### src/rtl/dmem_rd_pkg.sv
// Shared types and constants for the data-memory burst reader.
// Holds the FSM state encoding, default widths and the supported read-latency range.
package dmem_rd_pkg;

   localparam int DEF_ADDR_W  = 16;
   localparam int DEF_DATA_W  = 16;
   localparam int MEM_LAT_MIN = 1;
   localparam int MEM_LAT_MAX = 4;

   typedef enum logic [1:0] {
      IDLE  = 2'd0,
      ISSUE = 2'd1,
      DRAIN = 2'd2,
      DONE  = 2'd3
   } state_t;

   // Bits needed to hold any value in 0..max_val.
   function automatic int cnt_width(input int max_val);
      return $clog2(max_val + 1);
   endfunction

endpackage

### src/rtl/dmem_burst_reader_if.sv
// Control, memory-read and stream-out signals of the burst reader.
// Macro DMEM_RD_ABORT_EN adds the abort/aborted pair.
interface dmem_burst_reader_if
   import dmem_rd_pkg::*;
#(
   parameter int ADDR_W = DEF_ADDR_W,
   parameter int DATA_W = DEF_DATA_W
);

   logic              start;
   logic [ADDR_W-1:0] base_addr;
   logic [ADDR_W-1:0] length;
   logic              busy;
   logic              done;
   logic [ADDR_W-1:0] mem_addr;
   logic              mem_rd_en;
   logic [DATA_W-1:0] mem_rdata;
   logic [DATA_W-1:0] out_data;
   logic              out_valid;
   logic              out_ready;
`ifdef DMEM_RD_ABORT_EN
   logic              abort;
   logic              aborted;

   modport slave (
      input  start, base_addr, length, mem_rdata, out_ready, abort,
      output busy, done, mem_addr, mem_rd_en, out_data, out_valid, aborted
   );

   modport master (
      output start, base_addr, length, mem_rdata, out_ready, abort,
      input  busy, done, mem_addr, mem_rd_en, out_data, out_valid, aborted
   );
`else
   modport slave (
      input  start, base_addr, length, mem_rdata, out_ready,
      output busy, done, mem_addr, mem_rd_en, out_data, out_valid
   );

   modport master (
      output start, base_addr, length, mem_rdata, out_ready,
      input  busy, done, mem_addr, mem_rd_en, out_data, out_valid
   );
`endif

endinterface

### src/rtl/dmem_rd_fifo.sv
// First-word-fall-through FIFO with occupancy output and synchronous flush.
// Head word is presented combinationally; output reads 0 while empty.
module dmem_rd_fifo
   import dmem_rd_pkg::*;
#(
   parameter int  WIDTH = DEF_DATA_W,
   parameter int  DEPTH = 3,
   localparam int CNT_W = cnt_width(DEPTH)
) (
   input  logic             clk,
   input  logic             reset,
   input  logic             i_flush,
   input  logic             i_push,
   input  logic [WIDTH-1:0] i_data,
   input  logic             i_pop,
   output logic [WIDTH-1:0] o_data,
   output logic             o_valid,
   output logic [CNT_W-1:0] o_count
);

   localparam int PTR_W = (DEPTH > 1) ? $clog2(DEPTH) : 1;

   logic [WIDTH-1:0] r_mem [DEPTH];
   logic [PTR_W-1:0] r_rd_ptr;
   logic [PTR_W-1:0] r_wr_ptr;
   logic [CNT_W-1:0] r_count;
   logic             w_pop;

   function automatic logic [PTR_W-1:0] ptr_inc(input logic [PTR_W-1:0] p);
      return (p == PTR_W'(DEPTH - 1)) ? '0 : p + PTR_W'(1);
   endfunction

   assign w_pop = i_pop && (r_count != '0);

   // NOTE: state registers use non-blocking assignments so every flop samples pre-edge values.
   always_ff @(posedge clk or negedge reset) begin
      if (!reset) begin
         r_rd_ptr <= '0;
         r_wr_ptr <= '0;
         r_count  <= '0;
      end else if (i_flush) begin
         r_rd_ptr <= '0;
         r_wr_ptr <= '0;
         r_count  <= '0;
      end else begin
         if (i_push) r_wr_ptr <= ptr_inc(r_wr_ptr);
         if (w_pop)  r_rd_ptr <= ptr_inc(r_rd_ptr);
         r_count <= r_count + CNT_W'(i_push) - CNT_W'(w_pop);
      end
   end

   // NOTE: storage is not reset; the count gates the output, so stale contents are never seen.
   always_ff @(posedge clk) begin
      if (i_push) r_mem[r_wr_ptr] <= i_data;
   end

   assign o_valid = (r_count != '0);
   assign o_data  = o_valid ? r_mem[r_rd_ptr] : '0;
   assign o_count = r_count;

endmodule

### src/rtl/dmem_burst_reader.sv
// Streams a burst of data-memory words from an auto-incrementing address over valid/ready.
// Optional abort support is enabled by defining DMEM_RD_ABORT_EN.
module dmem_burst_reader
   import dmem_rd_pkg::*;
#(
   parameter int ADDR_W  = DEF_ADDR_W,
   parameter int DATA_W  = DEF_DATA_W,
   parameter int MEM_LAT = 2
) (
   input logic                clk,
   input logic                reset,
   dmem_burst_reader_if.slave bus
);

   localparam int DEPTH = MEM_LAT + 1;
   localparam int CNT_W = cnt_width(DEPTH);
   localparam int OCC_W = CNT_W + 1;

   state_t            r_state;
   state_t            w_next;
   logic [ADDR_W-1:0] r_addr;
   logic [ADDR_W-1:0] r_rem;
   logic [MEM_LAT-1:0] r_pipe;
   logic [CNT_W-1:0]  r_inflight;
   logic              r_abort_q;

   logic              w_abort;
   logic              w_issue;
   logic              w_tail;
   logic              w_push;
   logic              w_pop;
   logic              w_valid;
   logic              w_credit;
   logic              w_drained;
   logic [CNT_W-1:0]  w_count;
   logic [OCC_W-1:0]  w_occ;
   logic [DATA_W-1:0] w_fifo_data;

`ifdef DMEM_RD_ABORT_EN
   assign w_abort     = bus.abort && ((r_state == ISSUE) || (r_state == DRAIN));
   assign bus.aborted = (r_state == DONE) && r_abort_q;
`else
   assign w_abort = 1'b0;
`endif

   assign w_tail = r_pipe[MEM_LAT-1];
   assign w_pop  = w_valid && bus.out_ready;

   // A word popped this cycle frees its slot now, which is what sustains one word per cycle.
   assign w_occ     = OCC_W'(r_inflight) + OCC_W'(w_count) - OCC_W'(w_pop);
   assign w_credit  = (w_occ < OCC_W'(DEPTH));
   assign w_issue   = (r_state == ISSUE) && w_credit && !w_abort;
   assign w_push    = w_tail && !r_abort_q && !w_abort;
   assign w_drained = (w_count == '0) || ((w_count == CNT_W'(1)) && w_pop);

   always_ff @(posedge clk or negedge reset) begin
      if (!reset) r_state <= IDLE;
      else        r_state <= w_next;
   end

   // NOTE: the default assignment up front keeps every path driven, so no latch is inferred.
   always_comb begin
      w_next = r_state;
      case (r_state)
         IDLE:    if (bus.start) w_next = (bus.length == '0) ? DONE : ISSUE;
         ISSUE:   if (w_abort || (w_issue && (r_rem == ADDR_W'(1)))) w_next = DRAIN;
         DRAIN:   if ((r_inflight == '0) && (w_abort || r_abort_q || w_drained)) w_next = DONE;
         DONE:    w_next = IDLE;
         default: w_next = IDLE;
      endcase
   end

   always_ff @(posedge clk or negedge reset) begin
      if (!reset) begin
         r_addr     <= '0;
         r_rem      <= '0;
         r_pipe     <= '0;
         r_inflight <= '0;
         r_abort_q  <= 1'b0;
      end else begin
         if ((r_state == IDLE) && bus.start) begin
            r_addr <= bus.base_addr;
            r_rem  <= bus.length;
         end else if (w_issue) begin
            r_addr <= r_addr + ADDR_W'(1);
            r_rem  <= r_rem - ADDR_W'(1);
         end
         r_pipe     <= (r_pipe << 1) | MEM_LAT'(w_issue);
         r_inflight <= r_inflight + CNT_W'(w_issue) - CNT_W'(w_tail);
         // Words returning after an abort still drain the in-flight count but are discarded.
         if (r_state == DONE) r_abort_q <= 1'b0;
         else if (w_abort)    r_abort_q <= 1'b1;
      end
   end

   dmem_rd_fifo #(
      .WIDTH (DATA_W),
      .DEPTH (DEPTH)
   ) u_fifo (
      .clk     (clk),
      .reset   (reset),
      .i_flush (w_abort),
      .i_push  (w_push),
      .i_data  (bus.mem_rdata),
      .i_pop   (w_pop),
      .o_data  (w_fifo_data),
      .o_valid (w_valid),
      .o_count (w_count)
   );

   assign bus.busy      = ((r_state == IDLE) && bus.start) || (r_state == ISSUE) || (r_state == DRAIN);
   assign bus.done      = (r_state == DONE);
   assign bus.mem_addr  = r_addr;
   assign bus.mem_rd_en = w_issue;
   assign bus.out_data  = w_fifo_data;
   assign bus.out_valid = w_valid;

endmodule

### src/flat_wrapper.sv
// flat-port wrapper written by rule: the top's interface ports become plain ports
module dmem_burst_reader_flat import dmem_rd_pkg::*;
#(
   parameter int ADDR_W  = DEF_ADDR_W,
   parameter int DATA_W  = DEF_DATA_W,
   parameter int MEM_LAT = 2
)
  (clk, reset, bus_start, bus_base_addr, bus_length, bus_mem_rdata, bus_out_ready, bus_busy, bus_done, bus_mem_addr, bus_mem_rd_en, bus_out_data, bus_out_valid);
  dmem_burst_reader_if #(.ADDR_W(ADDR_W), .DATA_W(DATA_W)) bus_i ();
  input logic clk;
  input logic reset;
  input wire logic [$bits(bus_i.start)-1:0] bus_start;
  input wire logic [$bits(bus_i.base_addr)-1:0] bus_base_addr;
  input wire logic [$bits(bus_i.length)-1:0] bus_length;
  input wire logic [$bits(bus_i.mem_rdata)-1:0] bus_mem_rdata;
  input wire logic [$bits(bus_i.out_ready)-1:0] bus_out_ready;
  output wire logic [$bits(bus_i.busy)-1:0] bus_busy;
  output wire logic [$bits(bus_i.done)-1:0] bus_done;
  output wire logic [$bits(bus_i.mem_addr)-1:0] bus_mem_addr;
  output wire logic [$bits(bus_i.mem_rd_en)-1:0] bus_mem_rd_en;
  output wire logic [$bits(bus_i.out_data)-1:0] bus_out_data;
  output wire logic [$bits(bus_i.out_valid)-1:0] bus_out_valid;
  assign bus_i.start = bus_start;
  assign bus_i.base_addr = bus_base_addr;
  assign bus_i.length = bus_length;
  assign bus_i.mem_rdata = bus_mem_rdata;
  assign bus_i.out_ready = bus_out_ready;
  assign bus_busy = bus_i.busy;
  assign bus_done = bus_i.done;
  assign bus_mem_addr = bus_i.mem_addr;
  assign bus_mem_rd_en = bus_i.mem_rd_en;
  assign bus_out_data = bus_i.out_data;
  assign bus_out_valid = bus_i.out_valid;
  dmem_burst_reader #(.ADDR_W(ADDR_W), .DATA_W(DATA_W), .MEM_LAT(MEM_LAT)) u_core (.clk(clk), .reset(reset), .bus(bus_i));
endmodule
### config.mk
export PLATFORM = sky130hd
export DESIGN_NAME = dmem_burst_reader_flat
export DESIGN_NICKNAME = d
export VERILOG_FILES = /design/src/rtl/dmem_rd_pkg.sv /design/src/rtl/dmem_burst_reader_if.sv /design/src/rtl/dmem_rd_fifo.sv /design/src/rtl/dmem_burst_reader.sv /design/src/flat_wrapper.sv
export SDC_FILE = /design/constraint.sdc
export NUM_CORES = 1
export LEC_CHECK = 0
export BUFFER_PORTS_ARGS = -buffer_cell sky130_fd_sc_hd__buf_4
export CORE_ASPECT_RATIO = 1.5
export CORE_MARGIN = 2
export CORE_UTILIZATION = 55
export CTS_BUF_LIST = sky130_fd_sc_hd__clkbuf_16
export DETAILED_ROUTE_END_ITERATION = 7
export GPL_TIMING_DRIVEN = 0
export MAX_ROUTING_LAYER = met4
export PLACE_DENSITY = 0.82
export SETUP_SLACK_MARGIN = 0.15
export SYNTH_ARGS = -nofsm -noshare
export SYNTH_HDL_FRONTEND = slang
export SYNTH_HIERARCHICAL = 1
export SYNTH_SLANG_ARGS = --single-unit
### constraint.sdc
create_clock -name clk -period 3.9 [get_ports clk]
set_clock_uncertainty 0.2 [all_clocks]
set_input_delay 0.39 -clock clk [delete_from_list [all_inputs] [get_ports clk]]
set_output_delay 0.39 -clock clk [all_outputs]
set_load 0.02 [all_outputs]
==> impl_results.md, run 1 <==
- Root Buffer Master: clkbuf_16
- Via density: 5.40
- Post-synth EDFFs: 48
- Clk_lat worst skew: 0.33 ns
- Htree depth: 3
- Synth Flop Type: edfxtp_1
- Area of the mapped netlist: 4540 µm²
- Nets@finish: roughly 560
- Top cell type's share of synthesized area: 0.317
- CTS tree: yes
- Height of the chip: 115 µm
- CP arrival: 3.06 ns
- Unique masters post-synth: 50
- Die ar.: 9020 µm²
- Slowest stage delay, CP: 0.52 ns
- Number of global-route vias before repair: about 3300
- Area delta synth->final: 28.3%
- Fin crit share: 0.935
- Crit-path slowest cell: fa_2
- Synth Register Bits: 92
- Lkg Pwr: 0.00253 µW
- Via Count: 3255
- Worst Hold Depth: 1
- Worst-path fanout max: 11
- Worst path cell trace: or2_4 -> buf_6 -> buf_6 -> and2_4 -> ha_1 -> inv_1 -> ha_1 -> inv_1 -> fa_2 -> nand2b_4 -> nand3_4 -> clkinv_8 -> buf_4
- Peak supply drop: approximately 0.00053 V
- Hold_sp: bus_mem_rdata[13]
- Area leader, netlist: edfxtp_1
- Initial antenna violation count: 0
- Layout cells sized above 1: 0.311
- HP Class: in2reg
- Synth top area cells: edfxtp_1, dfrtp_1, mux2_2
- R2R depth: 16
- Worst-case clock buffer depth: 2
- Worst slew margin: 0.429
- Syn. warnings: 6
- CTS Buf Count: 9
- PwrDens: 704 nW/µm²
- Dpl hpwl: 6520 µm
- Capturing point of the worst reg2reg path: u_core/bus.mem_addr[10]
- Register area share after synthesis: 0.559
- Reg area: 2540 µm²
- FFs w/ async S/R, synth: 0.478
- Remaining Overflow, GRT: 0
- Unrepaired setup endpoints after global routing: false
- Fmax: approximately 0.27 GHz
- Drt pass-1 iters: 4
- Area occupied by multi-input gates: 1950 µm²
- # clock sinks: 92
- Slack of the worst reg-to-reg path: around 0.27 ns
- Slew @ Worst Pin: 0.857 ns
- Largest net degree at the start of global routing: 45
- Startpoint Class: flop
- Drc violations: 0
- Max-cap violation count: 0
- IO buf count: between 80 and 90
- ANT cells: 0
- FP Rows: 40
- Critical Setup Path Class: reg2out
- DRT iter0 DRCs: 133
- Critical path capture point type: output port
- Fin Setup TNS: 0 ns
- Crit. Startpoint: u_core/u_fifo/o_count[0]
- Fin. Hold Viols: 0
- Starting Density: 0.567
- Fill count: 557
- Tot GR Track Use: 0.224
- Worst EP required: 3.31 ns
- Reg2reg start: u_core/u_fifo/o_count[0]
- Final setup viols: 0
- Average size of a mapped cell: approximately 12 µm²
- Die X: 78.2 µm
- Final weighted congestion in routability-driven placement: 0.880
- First-pass GRT wire length: 15100 µm
- Minimum clock period: ~3.6 ns
- Final core occ: 0.728
- Clk pin slew, worst setup/hold paths: approximately 0.06 ns
- Post-Synthesis Cells: roughly 380
- Worst Hold Path EP: u_core/u_fifo/r_mem[2][13]
- Overall routed net length: 9500 µm
- DR WL/cell: 15.7 µm
- Core ar.: 8010 µm²
- Slew Viols, Final: 0
- # IOs: around 90
- DRT antenna net count: 0
- Status: finished, final reports clean
==> per-stage QoR <==
stage / hold WS, ns / setup WS, ns / instances / power [µW] / area (µm²)
2_1_floorplan: -0.106 / 0.366 / 385 / 2490 / 4570
3_3_place_gp: 0.131 / 0.114 / 577 / 2960 / 5360
5_1_grt: 0.0334 / 0.147 / 603 / 4330 / 5830
4_1_cts: 0.0357 / 0.146 / 601 / 4020 / 5760
3_5_place_dp: 0.150 / 0.0428 / 578 / 3020 / 5370
6_report: 0.0450 / 0.252 / 603 / 4100 / 5830
==> per-layer routing <==
metal | track usage | up-vias | part of all wire
li1 | - | 1575 | -
met1 | 0.239 | 1563 | 0.38
met2 | 0.407 | 98 | 0.55
met3 | 0.0424 | 19 | 0.046
met4 | 0.0877 | 0 | 0.018
met5 | - | - | 0
==> worst max-delay path, delay by kind of cell (launching register included) <==
| kind | cells | cell delay, ns |
|---|---|---|
| adder cells (fa/ha/maj) | 3 | 0.94 |
| buffers and inverters | 6 | 0.63 |
| flip-flops | 1 | 0.40 |
| AND/OR/NAND/NOR | 4 | 0.76 |
==> state kept, by name (all words and copies together), names as in the netlist <==
register,flops
u_core/r_rem,16
u_core/r_state,2
u_core/u_fifo/r_mem,48
u_core/u_fifo/o_count,2
u_core/u_fifo/r_wr_ptr,2
u_core/bus.mem_addr,16
u_core/r_inflight,2
u_core/r_pipe,2
u_core/u_fifo/r_rd_ptr,2
==> repair_timing <==
item	CTS	global route
hold endpoints to repair	44	0
hold buffers	1	0
resized for setup	6	13
buffers inserted	7	2
setup endpoints to repair	6	24
pin swaps	3	2
cloned	0	0
==> cells in the mapped netlist (9+ instances only) <==
master and number:
edfxtp_1 48, dfrtp_1 44, nor2_1 44, a21oi_1 32
mux2_2 17, xnor2_1 17, o211a_1 16, ha_1 15
nand2b_1 15, inv_1 14, xor2_1 14, nand2_1 9
nand4_1 9
==> worst max-delay path by stage <==
| stage | to | slack, ns | cells after the start |
|---|---|---|---|
| floorplan | u_core/bus.mem_addr[10] | 0.37 | 15 |
| global placement | u_core/r_state[1] | 0.11 | 14 |
| detailed placement | u_core/r_state[1] | 0.04 | 14 |
| CTS | u_core/r_rem[15] | 0.15 | 15 |
| global route | bus_mem_rd_en | 0.15 | 13 |
| finish | bus_mem_rd_en | 0.25 | 13 |
==> cells by family after synthesis <==
logic type / after synthesis / share of synthesized area
buffers and inverters: 32 / 0.0350
other: 1 / 0.000825
AND/OR/NAND/NOR: 128 / 0.156
adder cells (fa/ha/maj): 16 / 0.0457
XOR/XNOR: 33 / 0.0683
multiplexers: 19 / 0.0465
AO/OA/AOI/OAI: 57 / 0.0881
flip-flops: 92 / 0.559
==> final cells by class <==
type / instances / area share
timing repair buffer: 98 / 0.127
buffer: 17 / 0.0189
sequential: 92 / 0.436
inverter: 15 / 0.0118
clock inverter: 6 / 0.0112
multi-input combinational: 261 / 0.334
tap: 105 / 0.0225
clock buffer: 9 / 0.0386
==> layout by cell type, fill, tap and decap left out, types with 4 or more instances in the layout <==
cell       instances
nand2_1            9
nand3_1            5
dfrtp_1           44
nor4_1             5
buf_6              4
nand4_1            9
nor2_1            44
nor3_1             5
mux2_2            17
ha_1              15
conb_1             8
o211a_1           16
nand2b_1          14
and3_1             4
clkbuf_1           7
xor2_1            14
nor2b_1            4
a21oi_1           32
buf_4             97
edfxtp_1          48
clkbuf_16          9
xnor2_1           17
or2b_1             5
inv_1             14
==> where the power goes <==
group          switching (µW)  internal, µW  leakage, µW  total [µW]
combinational             948           807      0.00145        1760
sequential                238          1270     0.000945        1510
clock                     349           492     0.000132         841
Power figures use the tool's default switching activity.
==> run 2: changes to the inputs <==
--- a/config.mk
+++ b/config.mk
@@ -13,9 +13,8 @@
 export DETAILED_ROUTE_END_ITERATION = 7
 export GPL_TIMING_DRIVEN = 0
 export MAX_ROUTING_LAYER = met4
-export PLACE_DENSITY = 0.82
+export PLACE_DENSITY = 0.83
 export SETUP_SLACK_MARGIN = 0.15
 export SYNTH_ARGS = -nofsm -noshare
 export SYNTH_HDL_FRONTEND = slang
-export SYNTH_HIERARCHICAL = 1
 export SYNTH_SLANG_ARGS = --single-unit
==> run 2 against run 1 <==
  * Routed wire length decreased by 6.2%
  * Critical path type unchanged
  * Synthesized cell count up 2.6%
  * Power rose by 5.7%
  * Final cell count decreased by 1.0%
==> impl_results.md, run 2 <==
- Status: finished, final reports clean
- Root Buffer Master: clkbuf_16
- Area leader, netlist: edfxtp_1
- CP arrival: between 2 and 3 ns
- Area occupied by multi-input gates: 1720 µm²
- Lkg Pwr: 0.00226 µW
- Register area share after synthesis: 0.584
- Fmax: 0.284 GHz
- Post-synth EDFFs: 48
- Critical Setup Path Class: reg2out
- Starting Density: 0.568
- Fill count: 558
- Syn. warnings: 0
- Nets@finish: ~560
- HP Class: in2reg
- Post-route cell area: between 5000 and 6000 µm²
- PwrDens: 791 nW/µm²
- Largest register FFs: 48
- Fin Setup TNS: 0 ns
- Htree depth: 3
- # clock sinks: 92
- FFs w/ async S/R, synth: 0.478
- Drt pass-1 iters: 5
- Number of global-route vias before repair: 3356
- ANT cells: 0
- Largest family of logic cells by synthesized area: simple AND/OR/NAND/NOR gates
- Tot GR Track Use: 0.228
- Mux cell area share after synthesis: 0.0468
- Worst EP required: 3.31 ns
- Post-synthesis adder-cell area fraction: 0.0477
- Worst-case clock buffer depth: 2
- Average size of a mapped cell: 11.2 µm²
- CTS Buf Count: 9
- Overall routed net length: 8910 µm
- Initial antenna violation count: 0
- Unrepaired setup endpoints after global routing: false
- Commonest non-fill, non-tap cell in the layout: buf_4
- Height of the chip: 113 µm
- WP buf/inv: 5
- Worst slew margin: 0.429
- Clk pin slew, worst setup/hold paths: 0.06 ns
- DR WL/cell: 14.9 µm
- Post-Synthesis Cells: just under 400
- Slew Viols, Final: 0
- Peak supply drop: 0.000574 V
- Simple-gate share of the synthesized area: 0.153
- Delay-heaviest family, CP: adder cells
- Area delta synth->final: 25.9%
- Clk_lat worst skew: ~0.34 ns
- Crit-path slowest cell: dfrtp_1
- Synth top area cells: edfxtp_1, dfrtp_1, xnor2_1
- FP Rows: 39
- Reg area: between 2000 and 3000 µm²
- XOR/XNOR share of the synthesized area: 0.0704
- Synth Register Bits: 92
- Worst path cell trace: o21ai_2 -> inv_1 -> ha_1 -> inv_1 -> ha_1 -> inv_1 -> fa_1 -> xor2_2 -> nand3_2 -> inv_1 -> buf_4
- Via density: 5.42
- # IOs: 88
- DRT antenna net count: 0
- Largest net degree at the start of global routing: 45
- Layout cells sized above 1: 0.242
- Top cell type's share of synthesized area: 0.331
- Startpoint Class: flop
- Final weighted congestion in routability-driven placement: 0.788
- Die X: 76.7 µm
- IO buf count: 87
- Slowest stage delay, CP: 0.43 ns
- Most frequent cells after synthesis: edfxtp_1, nor2_1, dfrtp_1
- DRT iter0 DRCs: 192
- First-pass GRT wire length: 15000 µm
- Remaining Overflow, GRT: 0
- Post-synthesis compound-gate area fraction: 0.0684
- Fin crit share: 0.902
- Minimum clock period: between 3 and 4 ns
- Post-CTS Setup Bufs: 0
- Worst-path fanout max: 7
- Largest reg by FF count: u_core.u_fifo.r_mem
- Dpl hpwl: 6530 µm
- Most frequent CP cell: inv_1
- Final setup viols: 0
- Fin. Hold Viols: 0
- Syn_nets: between 400 and 500
- Die ar.: 8660 µm²
- Max-cap violation count: 0
- Critical path capture point type: output port
- Area of the mapped netlist: 4350 µm²
- Via Count: 3236
- Post-DP Area: 5190 µm²
- Commonest non-fill, non-tap cells in the layout: buf_4, nor2_1, edfxtp_1, dfrtp_1, nand2_1
- Core ar.: 7660 µm²
- CTS tree: yes
- Drc violations: 0
- Synth Flop Type: edfxtp_1
- Unique masters post-synth: 39
- Slew @ Worst Pin: 0.852 ns
==> run 2: cell types whose count changed after synthesis, sizes merged, moves of 10 or more <==
cell    previous run  this run
a21oi             32        22
buf               10         0
mux2              17         3
mux2i              2        17
nand2              9        34
nand2b            15         2
o211a             16         0
o21ai              1        27
xnor2             17        29
==> run 2: metrics by stage <==
step                power [µW]  hold slack [ns]  worst slack, ns  std cells  utilization
finish                    4340           0.0355            0.381        597        0.716
global route              4640           0.0252            0.189        597        0.716
CTS                       4350           0.0298            0.183        597        0.714
detailed placement        3550            0.141            0.179        580        0.677
global placement          3450            0.132            0.296        577        0.670
floorplan                 2830           -0.106            0.624        388            -
==> run 2: repair_timing <==
item                                    4_1_cts  5_1_grt
endpoints found under the setup margin        3        6
gates resized for setup                       2        2
hold buffers                                  1        0
endpoints found under the hold margin        44        0
==> run 2: worst register-to-register path: cells and delay by family (launching register included) <==
family	cells	cell delay, ns
flops	1	0.43
fa+ha+maj	3	0.84
xor+xnor	2	0.45
buf+inv	3	0.20
compound gates	2	0.31
simple gates	2	0.95
==> run 2: final cells by class <==
cell class / count / share of cell area
buffer: 15 / 0.0103
clock buffer: 9 / 0.0411
clock inverter: 7 / 0.00799
inverter: 19 / 0.0130
multi-input combinational: 262 / 0.313
sequential: 92 / 0.464
tap: 102 / 0.0233
timing repair buffer: 91 / 0.128
==> run 2: report_power, final <==
group / leakage (µW) / switching, µW / internal, µW
clock: 0.000123 / 349 / 426
sequential: 0.000972 / 232 / 1300
combinational: 0.00117 / 1160 / 867
total: 0.00226 / 1740 / 2600
==> run 2: per-layer routing <==
layer,GRT usage,vias up,part of all wire
met4,0.109,0,0.020
li1,-,1562,-
met3,0.0383,16,0.046
met2,0.406,105,0.54
met1,0.246,1553,0.39
met5,-,-,0
==> run 2: path summary, 6_finish.rpt <==
path / from / endpoint / slack [ns] / depth (start not counted)
worst min register to register: u_core.r_pipe[0] / u_core.r_pipe[1] / 0.15 / 0
worst max-delay path: u_core.u_fifo.o_count[1] / bus_mem_rd_en / 0.38 / 11
worst min-delay path: bus_mem_rdata[13] / u_core.u_fifo.r_mem[0][13] / 0.04 / 1
min in group asynchronous: reset / u_core.r_rem[10] / 0.38 / 2
worst max register to register: u_core.u_fifo.o_count[1] / u_core.r_rem[5] / 0.42 / 12
max in group asynchronous: reset / u_core.u_fifo.o_count[1] / 2.74 / 2
==> run 2: logic make-up (layout without fill, tap and decap cells) <==
logic type,Yosys count,after routing
XOR/XNOR,35,35
multiplexers,20,20
adder cells (fa/ha/maj),16,16
buffers and inverters,34,141
AO/OA/AOI/OAI,55,55
AND/OR/NAND/NOR,136,136
flip-flops,92,92
